`config.mk`:
```
export PLATFORM = sky130hd
export DESIGN_NAME = input_port_unit
export DESIGN_NICKNAME = d
export VERILOG_FILES = /design/src/rtl/input_port_unit.sv
export SDC_FILE = /design/constraint.sdc
export NUM_CORES = 1
export LEC_CHECK = 0
export CAP_MARGIN = 20
export CORE_ASPECT_RATIO = 0.7
export CORE_UTILIZATION = 55
export CTS_CLUSTER_SIZE = 28
export DETAILED_ROUTE_END_ITERATION = 10
export GPL_ROUTABILITY_DRIVEN = 1
export HOLD_SLACK_MARGIN = 0.1
export PLACE_DENSITY_LB_ADDON = 0.15
export SYNTH_ARGS = -nofsm -noshare
export SYNTH_HDL_FRONTEND = slang
export SYNTH_SLANG_ARGS = --single-unit
```
`constraint.sdc`:
```
create_clock -name clk -period 4.4 [get_ports clk]
set_input_delay 0.66 -clock clk [delete_from_list [all_inputs] [get_ports clk]]
set_output_delay 0.66 -clock clk [all_outputs]
set_load 0.005 [all_outputs]
```
`src/rtl/input_port_unit.sv`:
```
// Per-input-port router front end: flit FIFO, XY route computation and wormhole route hold.
// Optional INPORT_ERR_CNT_EN adds err_cnt, a saturating count of orphan flits dropped while idle.

`ifndef EMPTY
`define EMPTY 3'b000
`endif
`ifndef OUT_LOCAL_PORT
`define OUT_LOCAL_PORT 3'b001
`endif
`ifndef OUT_X1_PORT
`define OUT_X1_PORT 3'b010
`endif
`ifndef OUT_Y1_PORT
`define OUT_Y1_PORT 3'b100
`endif

module input_port_unit #(
    parameter int unsigned FLIT_W = 32,
    parameter int unsigned DEPTH  = 4,
    parameter int unsigned XW     = 1,
    parameter int unsigned YW     = 2,
    parameter int unsigned X_ID   = 0,
    parameter int unsigned Y_ID   = 0
) (
    input  logic                     clk,
    input  logic                     rst,
    input  logic [FLIT_W-1:0]        in_flit,
    input  logic                     in_valid,
    output logic                     in_ready,
    output logic [FLIT_W-1:0]        out_flit,
    output logic [2:0]               out_dst,
    output logic                     out_dst_en,
    input  logic                     grant,
`ifdef INPORT_ERR_CNT_EN
    output logic [7:0]               err_cnt,
`endif
    output logic [$clog2(DEPTH):0]   fifo_cnt
);

    localparam int unsigned PTR_W  = $clog2(DEPTH);
    localparam int unsigned CNT_W  = PTR_W + 1;
    localparam int unsigned HEAD_B = FLIT_W - 1;
    localparam int unsigned TAIL_B = FLIT_W - 2;
    localparam int unsigned DST_W  = XW + YW;

    typedef enum logic {
        S_IDLE   = 1'b0,
        S_ACTIVE = 1'b1
    } state_e;

    logic [FLIT_W-1:0] mem_q [DEPTH];
    logic [PTR_W-1:0]  wr_ptr_q, wr_ptr_d;
    logic [PTR_W-1:0]  rd_ptr_q, rd_ptr_d;
    logic [CNT_W-1:0]  cnt_q, cnt_d;
    state_e            state_q, state_d;
    logic [2:0]        route_q, route_d;
    logic [2:0]        dst_prev_q;
    logic              pop_prev_q;

    logic              empty;
    logic              full;
    logic              push;
    logic              pop;
    logic              pop_grant;
    logic              drop;
    logic [FLIT_W-1:0] head_flit;

    // XY dimension-order routing: resolve x first, then y, then eject locally
    function automatic logic [2:0] route_xy(input logic [DST_W-1:0] dest);
        logic [XW-1:0] dx;
        logic [YW-1:0] dy;
        dx = dest[DST_W-1:YW];
        dy = dest[YW-1:0];
        if (dx != XW'(X_ID)) begin
            return `OUT_X1_PORT;
        end else if (dy != YW'(Y_ID)) begin
            return `OUT_Y1_PORT;
        end
        return `OUT_LOCAL_PORT;
    endfunction

    assign empty     = (cnt_q == '0);
    assign full      = (cnt_q == CNT_W'(DEPTH));
    assign in_ready  = !full && !rst;
    assign push      = in_valid && in_ready;
    assign head_flit = mem_q[rd_ptr_q];
    assign out_flit  = head_flit;
    assign fifo_cnt  = cnt_q;

    // Request only while a packet route is held and a flit is actually buffered
    assign out_dst   = (state_q == S_ACTIVE && !empty) ? route_q : `EMPTY;
    assign pop_grant = grant && (out_dst != `EMPTY);
    assign drop      = (state_q == S_IDLE) && !empty && !head_flit[HEAD_B];
    assign pop       = pop_grant || drop;

    // Re-latch strobe: request changed, or a new flit arrived behind the same route
    assign out_dst_en = (out_dst != dst_prev_q) || (pop_prev_q && (out_dst != `EMPTY));

    always_comb begin
        state_d = state_q;
        route_d = route_q;
        case (state_q)
            S_IDLE: begin
                if (!empty && head_flit[HEAD_B]) begin
                    route_d = route_xy(head_flit[DST_W-1:0]);
                    state_d = S_ACTIVE;
                end
            end
            S_ACTIVE: begin
                if (pop_grant && head_flit[TAIL_B]) begin
                    route_d = `EMPTY;
                    state_d = S_IDLE;
                end
            end
            default: begin
                route_d = `EMPTY;
                state_d = S_IDLE;
            end
        endcase
    end

    always_comb begin
        wr_ptr_d = wr_ptr_q;
        rd_ptr_d = rd_ptr_q;
        cnt_d    = cnt_q;
        if (push) begin
            wr_ptr_d = wr_ptr_q + PTR_W'(1);
        end
        if (pop) begin
            rd_ptr_d = rd_ptr_q + PTR_W'(1);
        end
        case ({push, pop})
            2'b10:   cnt_d = cnt_q + CNT_W'(1);
            2'b01:   cnt_d = cnt_q - CNT_W'(1);
            default: cnt_d = cnt_q;
        endcase
    end

    always_ff @(posedge clk) begin
        if (rst) begin
            state_q    <= S_IDLE;
            route_q    <= `EMPTY;
            wr_ptr_q   <= '0;
            rd_ptr_q   <= '0;
            cnt_q      <= '0;
            dst_prev_q <= `EMPTY;
            pop_prev_q <= 1'b0;
        end else begin
            state_q    <= state_d;
            route_q    <= route_d;
            wr_ptr_q   <= wr_ptr_d;
            rd_ptr_q   <= rd_ptr_d;
            cnt_q      <= cnt_d;
            dst_prev_q <= out_dst;
            pop_prev_q <= pop_grant;
        end
    end

    // Flit storage carries no reset; occupancy alone defines validity
    always_ff @(posedge clk) begin
        if (push) begin
            mem_q[wr_ptr_q] <= in_flit;
        end
    end

`ifdef INPORT_ERR_CNT_EN
    logic [7:0] err_cnt_q, err_cnt_d;

    always_comb begin
        err_cnt_d = err_cnt_q;
        if (drop && (err_cnt_q != 8'hFF)) begin
            err_cnt_d = err_cnt_q + 8'd1;
        end
    end

    always_ff @(posedge clk) begin
        if (rst) begin
            err_cnt_q <= '0;
        end else begin
            err_cnt_q <= err_cnt_d;
        end
    end

    assign err_cnt = err_cnt_q;
`endif

endmodule

```
; Word-level counts from Yosys, hierarchy flattened
; Memory sizes are Yosys's and may differ from the RTL's. A register that Yosys moved wholly into a read port is not among the register bits.
; Index checks and enable logic that the tools add are counted.
[word_totals]
ram_bits = 128
mem_count = 1
reg_bits = 15
inputBits = 36
word_cells = 58
out_inout_bits = 40
[memory_table]
columns = name, depth, width, rd, rd_clocked_by_memory_dff, write_ports, line_no
row1 = mem_q, 4, 32, 1, 1, 1, 51  ; logic [FLIT_W-1:0] mem_q [DEPTH];
[op_classes]
eq_ne = 6
n_addsub = 4
n_mux = 19
n_bitwise = 1
n_reduce_logical = 20
[op_table]
columns = operator, n
row1 = two-way mux 3 bit, 6
row2 = case mux 3 bit (2 select lines), 2
row3 = logical AND 1 bit, 9
row4 = two-way mux 1 bit, 8
row5 = adder 2 x 1 -> 2 bit (second input constant), 2
row6 = zero test 1 bit, 4
row7 = two-way mux 2 bit, 2
row8 = inequality test 2 x 1 -> 1 bit (second input constant), 2
row9 = nonzero test 2 bit, 2
row10 = adder 3 x 1 -> 3 bit (second input constant), 1
row11 = == test 3 bit (second input constant), 1
row12 = zero test 3 bit, 1
row13 = inequality test 3 bit, 1
row14 = nonzero test 3 bit, 1
row15 = subtractor 3 x 1 -> 3 bit (second input constant), 1
row16 = == test 2 x 1 -> 1 bit (second input constant), 1
row17 = == test 2 bit (second input constant), 1
row18 = logical OR 1 bit, 2
row19 = case mux 1 bit (2 select lines), 1
row20 = AND reduction 2 bit, 1
row21 = NOT 1 bit, 1

; Depth between registers and ports, before layout
; Gate-level depths: netlist (run 1).
[logic_depth]
ltp_word = 9
ltp_mapped = 10
ltp_nobuf = 9

; Worst setup path before layout (run 1)
; Ideal clock, no wire load.
[synth_timing]
path_type = input port to flip-flop
startpoint = input rst
endpoint = memory mem_q[0][0] (enable)
path_buffers = 1
path_stages = 3
t_arrival_ps = 2257
setup_ps = 392
slack_ps = 1751
t_required_ps = 4008
path_cell_list = clkbuf_1 > a211oi_1 > and2_1
[synth_between]
elab_chain_cells = 5
[synth_lines]
columns = item, line_no
row1 = from (decl), 26  ; input logic rst,
row2 = zero test 1 bit, 84  ; assign in_ready = !full && !rst;
row3 = logical AND 1 bit, 84
row4 = logical AND 1 bit, 85  ; assign push = in_valid && in_ready;
row5 = two-way mux 1 bit, 161  ; if (push) begin
row6 = two-way mux 1 bit (not written as such), 162  ; mem_q[wr_ptr_q] <= in_flit;
row7 = to (decl), 51
; No other way between the ends.

==> metrics.txt, run 1 <==
crit path capture type=output port; Avg Vias per Cell=5.72; H-tree levels=4; period utilization=69.5%; maximum buffer depth of the clock tree=2; design area=7170 um2; Yosys top cell by area=edfxtp_1; Post-synth EDFFs=128; largest cells by area after synthesis=edfxtp_1 70%, mux4_2 13%, dfxtp_1 6.2%, ha_1 1.1%, and2_1 0.79%; Root Driver=clkbuf_16; Overall Global Routing Usage=22.2%; status=complete, no violations; clock skew=0.00482 ns; CP Max Fanout=31; GRT Residual Overflow=0; antenna violations before repair=0; die height=85.9 um; min Tclk post-route=3.06 ns; CTS Hold Bufs=0; core area=9720 um2; f_max=327 MHz; Clock Sinks=145; Detailed Route WL=10.4 mm; drt first-iter violations=259; Post-CTS Setup Inserts=0; Syn. warnings=0; drt pass-1 iters=4; TritonCTS buffer count=17; RSZ-0062 raised after global routing=false; Worst EP required=3.74 ns; # DRC=0; Synth Cell Area=5520 um2; post-route antenna net violation count=0; port bufs=75; Worst VDD drop=0.361 mV; post-DP HPWL=5.95 mm; max-cap viol count=0; Rel. slew slack=41.5%; Rows=30; Gates resized, CTS repair=0; starting density of the core=56.8%; Net Count, Synth=311; DIE WIDTH=122 um; CTS tree=yes; crit path launch type=flip-flop; total number of vias=2,853; top cell type's share of synthesized area=69.6%; post-synth cell types=40; Worst EP arrival=2.40 ns; Final Wtd Congestion=0.777; fin worst setup slack=1.34 ns; IO Count=76; Routed WL per cell=20.9 um; Mapped Cells=269; # nets final=400; area delta synth->final=29.8%; Worst Setup Path Type=flip-flop to output port; Top FF cell, synth=edfxtp_1; share of cells above drive strength 1=21.8%; leakage=2.34 nW; number of global-route vias before repair=2,856; Skew-Pair Late Insertion Delay=0.42 ns; DIE AREA=10,500 um2; Cell Area, Placed=6430 um2; Avg Cell Area, Syn=20.5 um2; Final Hold Viols=0; Hold Crit Class=flip-flop to flip-flop; Slew @ Worst Pin=0.877 ns; Synth Register Bits=145; Cell Pwr Density=609 nW/um2; # diodes=0; first-pass GRT wire length=16.0 mm; setup tns final=0 ns; fin util=73.8%; final setup fails=0; Post-synth ARST share=0%; CTS clk-pin slew, worst paths=0.06 ns; Pwr Total=4.36 mW; Max Slew Vio Count=0; pre-CTS setup slack=1.21 ns; Seq/Total Area, Yosys=75.7%; largest net degree at the start of global routing=33
## synthesized netlist by cell type, types with 2 or more instances
library cell  instances
edfxtp_1            128
mux4_2               32
dfxtp_1              17
nor2_1                8
a21oi_1               7
and2_1                7
inv_1                 7
clkbuf_1              5
ha_1                  5
nand2_1               5
buf_2                 3
mux2_2                3
nor2b_1               3
o211ai_1              3
o21ai_0               3
a211oi_1              2
buf_1                 2
nor3_1                2
nor3b_1               2
o31ai_1               2
or3_1                 2
xnor2_1               2
xor2_1                2
## critical path, cell delays in order (launching register included)
cell	delay (ns)
dfxtp_2	0.34
buf_4	0.53
mux4_2	0.65
clkdlybuf4s50_1	0.47
## placed cells by master, fill, tap and decap left out, types with 3 or more instances in the layout
cell type / count
bufinv_16: 9
inv_1: 7
o211ai_1: 3
clkdlybuf4s50_1: 75
mux4_2: 32
and2_2: 4
buf_4: 6
clkinvlp_4: 3
ha_1: 5
dfxtp_1: 15
mux2_2: 3
and2_1: 3
clkbuf_16: 17
a21oi_1: 7
nor2_1: 8
edfxtp_1: 128
nor2b_1: 3
nand2_1: 5
o21ai_0: 3
## cell type report
cell class	count	area [um2]
tap	128	160
fill	575	2550
inverter	7	26.3
clock buffer	17	425
multi-input combinational	106	1270
timing repair buffer	81	796
clock inverter	15	312
sequential	145	4190
## per-stage QoR
| step | cells | hold WS, ns |
|---|---|---|
| after detailed placement | 467 | 0.516 |
| final | 499 | 0.526 |
| after global routing | 499 | 0.542 |
| after CTS | 499 | 0.524 |
| after global placement | 467 | 0.511 |
| after floorplan | 269 | 0.481 |
## routing by layer
metal / GRT usage (%) / vias to the layer above / wire (um) / share of wire, %
met4: 9.65 / 0 / 164 / 1.6
met5: 0 / - / 0 / 0
li1: - / 1271 / - / -
met1: 30.8 / 1448 / 4620 / 44
met3: 7.11 / 18 / 638 / 6.1
met2: 32.8 / 116 / 5030 / 48
## worst paths after layout
kind / slack [ns] / to / from / cells after the start
min reg2reg: 0.53 / route_q[2] / route_q[2] / 2
max reg2reg: 1.66 / fifo_cnt[2] / mem_q[3][31] / 9
max: 1.34 / out_flit[3] / flip-flop / 3
min: 0.53 / route_q[2] / route_q[2] / 2
## where the power goes
group | internal (mW) | switching, mW
clock network | 1.23 | 0.539
logic | 0.537 | 0.387
registers | 1.60 | 0.0723
total | 3.37 | 0.998
## registers in the layout, indices dropped and copies added, names as in the netlist, named ones only
| register | flops |
|---|---|
| rd_ptr_q | 2 |
| dst_prev_q | 3 |
| mem_q | 128 |
| route_q | 3 |
| wr_ptr_q | 2 |
| pop_prev_q | 1 |
| fifo_cnt | 3 |
| state_q | 1 |
## cells by family (layout without fill, tap and decap cells)
logic type | count (synthesis) | in the layout | share of synthesized area, %
and+or+nand+nor | 38 | 38 | 4.12
adders and majority gates | 6 | 6 | 1.49
muxes | 35 | 35 | 13.7
DFF | 145 | 145 | 75.7
xor gates and xnor gates | 4 | 4 | 0.634
buffers and inverters | 18 | 120 | 1.43
AOI/OAI and AO/OA | 23 | 23 | 2.92
Note: power is estimated with default switching activity, not from simulation.
==> inputs of run 2 (changes only) <==
CORE_UTILIZATION = 49   (was 55)
clock period = 2.7 ns   (was 4.4 ns; I/O delays follow)
==> run 2 against run 1 <==
Sequential share of layout area down 0.61 points. Global-route usage fell by 3.1 points. First-iteration DRC count fell by 41%. Critical path type is now flip-flop to flip-flop. Worst setup slack got worse by 1.3 ns. Highest routed layer unchanged. Largest power group is now registers. Clock power up 36%. Via count fell by 0.95%.
==> metrics.txt, run 2 (same netlist as run 1, synthesis figures left out) <==
final hold slack=0.536 ns (was 0.526 ns); Register Area=4190 um2 (about the same); Detailed Route WL=9.98 mm (was 10.4 mm); crit path capture type=flip-flop (was output port); design area=7250 um2 (was 7170 um2); maximum buffer depth of the clock tree=2 (unchanged); crit path launch type=flip-flop (unchanged); # diodes=0 (unchanged); worst reg2reg path depth=9 (unchanged); most flop-heavy register=mem_q (unchanged); Worst EP required=3.05 ns (was 3.74 ns); CP Cell Sequence=mux4_2 > nor2b_4 > a211oi_4 > ha_2 > inv_1 > fa_1 > xor2_1 > or3_1 > a21oi_2 (was buf_4 > mux4_2 > clkdlybuf4s50_1); TritonCTS buffer count=17 (unchanged); DP Cell Count=500 (was 467); die height=90.8 um (was 85.9 um); drt pass-1 iters=4 (unchanged); Worst VDD drop=0.494 mV (was 0.361 mV); # nets final=412 (was 400); DIE WIDTH=129 um (was 122 um); max-cap viol count=0 (unchanged); area of the multi-input gates=1270 um2 (about the same); drt first-iter violations=153 (was 259); Overall Global Routing Usage=19.1% (was 22.2%); Worst EP arrival=2.98 ns (was 2.40 ns); area delta synth->final=31.3% (was 29.8%); clock skew=0.00768 ns (was 0.00482 ns); Routed WL per cell=18.6 um (was 20.9 um); status=complete, no violations (unchanged); H-tree levels=4 (unchanged); fin worst setup slack=0.0707 ns (was 1.34 ns); IO Count=76 (unchanged); Final Hold Viols=0 (unchanged); fin util=65.9% (was 73.8%); Clock Sinks=145 (unchanged); f_max=380 MHz; Rel. slew slack=62.3% (was 41.5%); CP Max Fanout=4 (was 31); share of cells above drive strength 1=25.1% (was 21.8%); number of global-route vias before repair=2,959 (was 2,856); core area=11,000 um2 (was 9720 um2); pre-CTS setup slack=0.0607 ns (was 1.21 ns); Max stage delay on crit path=0.54 ns (was 0.65 ns); largest net degree at the start of global routing=32 (was 33); Hold Crit Class=flip-flop to flip-flop (unchanged); # DRC=0 (unchanged); post-route antenna net violation count=0 (unchanged); GRT Residual Overflow=0 (unchanged); WP depth=9 (was 3); Worst Setup Path Type=flip-flop to flip-flop (was flip-flop to output port); starting density of the core=50.2% (was 56.8%); most common cell after layout, fill and taps aside=edfxtp_1 (unchanged); leakage=2.38 nW (was 2.34 nW); final setup fails=0 (unchanged); period utilization=97.4%; Rows=32 (was 30); RSZ-0062 raised after global routing=false (unchanged); antenna violations before repair=0 (unchanged); Skew-Pair Late Insertion Delay=0.41 ns (was 0.42 ns); Finished Layout Cells=536 (was 499); Slew @ Worst Pin=0.560 ns (was 0.877 ns); CTS clk-pin slew, worst paths=0.06 ns (about the same); Top delay family on crit path=adder cells (was buffers and inverters); Final Wtd Congestion=0.748 (was 0.777); setup tns final=0 ns (unchanged); Pwr Total=6.74 mW (was 4.36 mW); commonest non-fill, non-tap cells in the layout=128 x edfxtp_1, 75 x clkdlybuf4s50_1, 32 x mux4_2 (unchanged); max reg flops=128 (unchanged); DIE AREA=11,700 um2 (was 10,500 um2); slowest cell on the critical path=mux4_2 (unchanged); post-DP HPWL=6.18 mm (was 5.95 mm); CTS Hold Bufs=0 (unchanged); Max Slew Vio Count=0 (unchanged); total number of vias=2,826 (was 2,853); WP buf/inv=1 (was 2); CTS tree=yes (unchanged); first-pass GRT wire length=15.6 mm (was 16.0 mm); Cell Area, Placed=6580 um2 (was 6430 um2); Filler cells=751 (was 575); port bufs=75 (unchanged); Cell Pwr Density=930 nW/um2 (was 609 nW/um2); Avg Vias per Cell=5.27 (was 5.72); min Tclk post-route=2.63 ns; hold path depth=2 (unchanged); Root Driver=clkbuf_16 (unchanged)
==> run 2: layout make-up <==
class	instances	share of cell area, %
clock inverters	10	1.79
well taps	153	2.64
multi-input cells	106	17.5
repair buffers	93	13.1
flip-flops and latches	145	57.8
clock buffers	22	6.82
inverters	7	0.362
==> run 2: worst min-delay path, stage by stage, from the launching register on <==
cell      delay [ns]
dfxtp_1         0.34
o211ai_1        0.09
a21oi_1         0.06
==> run 2: final timing paths <==
path	start	to	slack (ns)
max	flip-flop	fifo_cnt[2]	0.07
min	route_q[2]	route_q[2]	0.54
max reg2reg	flip-flop	fifo_cnt[2]	0.07
min reg2reg	route_q[2]	route_q[2]	0.54
==> run 2: timing repair <==
item                       in CTS  in global routing
setup buffers                   0                  4
gates resized for setup         2                  5
setup endpoints to repair      31                  3
pin swaps                       0                  3
==> run 2: report_power, final <==
part	internal, mW	switching [mW]
logic	0.969	0.659
registers	2.60	0.106
clock network	1.57	0.838
==> run 2: routing by layer <==
| metal | global-route usage (%) | vias to the layer above | part of all wire (%) | routed length [um] |
|---|---|---|---|---|
| met5 | 0 | - | 0 | 0 |
| met4 | 10.8 | 0 | 2.0 | 203 |
| met3 | 4.44 | 18 | 5.1 | 505 |
| met2 | 28.1 | 75 | 47 | 4740 |
| met1 | 26.4 | 1440 | 45 | 4530 |
| li1 | - | 1293 | - | - |
==> inputs of run 3 (changes only) <==
CORE_UTILIZATION = 51   (was 49)
CTS_BUF_LIST = sky130_fd_sc_hd__clkbuf_8   (was default)
SETUP_SLACK_MARGIN = 0.2   (was default)
==> run 3 against run 2 <==
Fmax is 6.2% higher. Critical endpoint unchanged. Cell area is 3.5% lower. Sequential share of layout area is 2.1 points higher. Routed wire length is 1.4% lower. Hold slack worse by 0.011 ns. Largest cell class unchanged. Clock skew is 0.0022 ns higher. Final cell count is 2.8% lower. Core utilization is 1.2 points higher. Global-route usage is 0.56 points lower. Worst setup slack better by 0.15 ns.
==> metrics.txt, run 3 (same netlist as run 1, synthesis figures left out) <==
Detailed Route WL=9.84 mm (was 9.98 mm); share of cells above drive strength 1=25.2% (was 25.1%); Avg Vias per Cell=5.46 (was 5.27); max-cap viol count=0 (unchanged); Hold Crit Class=flip-flop to flip-flop (unchanged); period utilization=91.7% (was 97.4%); maximum buffer depth of the clock tree=2 (unchanged); CTS clk-pin slew, worst paths=0.08 ns (was 0.06 ns); fin util=67.1% (was 65.9%); Max stage delay on crit path=0.51 ns (was 0.54 ns); Final Wtd Congestion=0.721 (was 0.748); Worst VDD drop=0.377 mV (was 0.494 mV); Switching Fraction=26.0% (was 23.8%); hold path depth=2 (unchanged); post-route antenna net violation count=0 (unchanged); Worst Setup Path Type=flip-flop to flip-flop (unchanged); most flop-heavy register=mem_q (unchanged); first-pass GRT wire length=14.6 mm (was 15.6 mm); # nets final=418 (was 412); P_sw=1.53 mW (was 1.60 mW); antenna violations before repair=0 (unchanged); share of power burned in registers=46.3% (was 40.2%); CTS tree=yes (unchanged); RSZ-0062 raised after global routing=true (was false); Max Slew Vio Count=0 (unchanged); IO Count=76 (unchanged); TritonCTS buffer count=17 (unchanged); slowest cell on the critical path=mux4_2 (unchanged); total number of vias=2,847 (was 2,826); Clock Sinks=145 (unchanged); port bufs=75 (unchanged); crit path capture type=flip-flop (unchanged); Slew @ Worst Pin=0.529 ns (was 0.560 ns); Pwr Total=5.88 mW (was 6.74 mW); starting density of the core=52.9% (was 50.2%); GRT Residual Overflow=0 (unchanged); Combinational Power Share=28.9% (was 24.1%); # diodes=0 (unchanged); Hold Path Sink=route_q[2] (unchanged); drt pass-1 iters=4 (unchanged); number of global-route vias before repair=2,692 (was 2,959); min Tclk post-route=2.48 ns (was 2.63 ns); most common cell after layout, fill and taps aside=edfxtp_1 (unchanged); post-DP HPWL=5.92 mm (was 6.18 mm); r2r setup slk=0.22 ns (was 0.07 ns); Root Driver=clkbuf_8 (was clkbuf_16); clock skew=0.00993 ns (was 0.00768 ns); Overall Global Routing Usage=18.5% (was 19.1%); die height=89.1 um (was 90.8 um); Filler cells=699 (was 751); f_max=404 MHz (was 380 MHz); drt first-iter violations=166 (was 153); max reg flops=128 (unchanged); leakage=2.41 nW (was 2.38 nW); Clock Power Share=24.7% (was 35.7%); worst reg2reg path depth=9 (unchanged); Worst EP required=3.06 ns (was 3.05 ns); CP Cell Sequence=mux4_2 > nor2b_4 > a211oi_4 > ha_2 > inv_1 > fa_2 > xor2_1 > or3_1 > a21oi_1 (was mux4_2 > nor2b_4 > a211oi_4 > ha_2 > inv_1 > fa_1 > xor2_1 > or3_1 > a21oi_2); commonest non-fill, non-tap cells in the layout=128 x edfxtp_1, 63 x clkdlybuf4s50_1, 32 x mux4_2 (was 128 x edfxtp_1, 75 x clkdlybuf4s50_1, 32 x mux4_2); Cell Pwr Density=840 nW/um2 (was 930 nW/um2); CTS Hold Bufs=0 (unchanged); CP Max Fanout=3 (was 4); status=complete, no violations (unchanged); # DRC=0 (unchanged); H-tree levels=4 (unchanged); DIE AREA=11,300 um2 (was 11,700 um2); Rows=31 (was 32); core area=10,400 um2 (was 11,000 um2); area delta synth->final=26.7% (was 31.3%); hold_sp=route_q[2] (unchanged); largest net degree at the start of global routing=32 (unchanged); Rel. slew slack=64.4% (was 62.3%); internal power=4.35 mW (was 5.14 mW); crit path launch type=flip-flop (unchanged); Skew-Pair Late Insertion Delay=0.43 ns (was 0.41 ns); Final Hold Viols=0 (unchanged); Critical R2R Capture=fifo_cnt[2] (unchanged); DIE WIDTH=126 um (was 129 um); Routed WL per cell=18.9 um (was 18.6 um); setup tns final=0 ns (unchanged); final setup fails=0 (unchanged); Worst EP arrival=2.84 ns (was 2.98 ns)
==> run 3: how the worst max path moves through the flow <==
stage | to | depth (start not counted)
after detailed placement | fifo_cnt[2] | 9
final | fifo_cnt[2] | 9
after global placement | fifo_cnt[2] | 9
after global routing | fifo_cnt[2] | 9
after CTS | out_flit[2] | 3
after floorplan | fifo_cnt[2] | 10
==> run 3: what timing repair did <==
item / 4_1_cts / 5_1_grt
endpoints found under the setup margin: 34 / 32
pin swaps: 3 / 2
gates resized for setup: 7 / 15
buffers inserted: 3 / 6
cloned: 0 / 2
==> run 3: power groups by stage <==
stage	Sequential (mW)	Clock [mW]	Combinational, mW
2_1_floorplan	2.71	0	0.917
4_1_cts	2.71	1.50	1.59
3_3_place_gp	2.75	0	1.52
6_report	2.72	1.45	1.70
3_5_place_dp	2.76	0	1.53
5_1_grt	2.74	1.60	1.84
==> run 3: per-layer routing <==
layer	up-vias	share of wire [%]	track usage, %
met5	-	0	0
met2	83	46	27.4
met3	10	4.8	5.63
met4	0	1.2	8.00
met1	1452	48	26.0
li1	1302	-	-
==> run 3: final cells by class <==
| cell class | instances | area (um2) | share of cell area (%) |
|---|---|---|---|
| clock buffers | 21 | 289 | 4.13 |
| repair buffers | 99 | 1000 | 14.3 |
| clock inverters | 11 | 51.3 | 0.733 |
| multi-input cells | 106 | 1270 | 18.2 |
| well taps | 132 | 165 | 2.36 |
| inverters | 7 | 26.3 | 0.375 |
| flip-flops and latches | 145 | 4190 | 59.9 |
==> run 3: worst max-delay path: cells and delay by family (launching register included) <==
kind	cells	cell delay (ns)
AO/OA/AOI/OAI	2	0.32
XOR/XNOR	1	0.15
adder cells (fa/ha/maj)	2	0.54
buffers and inverters	1	0.05
flip-flops	1	0.38
multiplexers	1	0.51
AND/OR/NAND/NOR	2	0.47
==> run 3: stage by stage <==
stage	hold WS (ns)	setup slack, ns	std cells	cell area, um2
2_1_floorplan	0.481	0.176	269	5530
3_3_place_gp	0.508	0.134	478	6500
3_5_place_dp	0.515	0.100	478	6500
4_1_cts	0.525	0.105	513	6880
5_1_grt	0.566	0.130	521	7000
6_report	0.525	0.223	521	7000
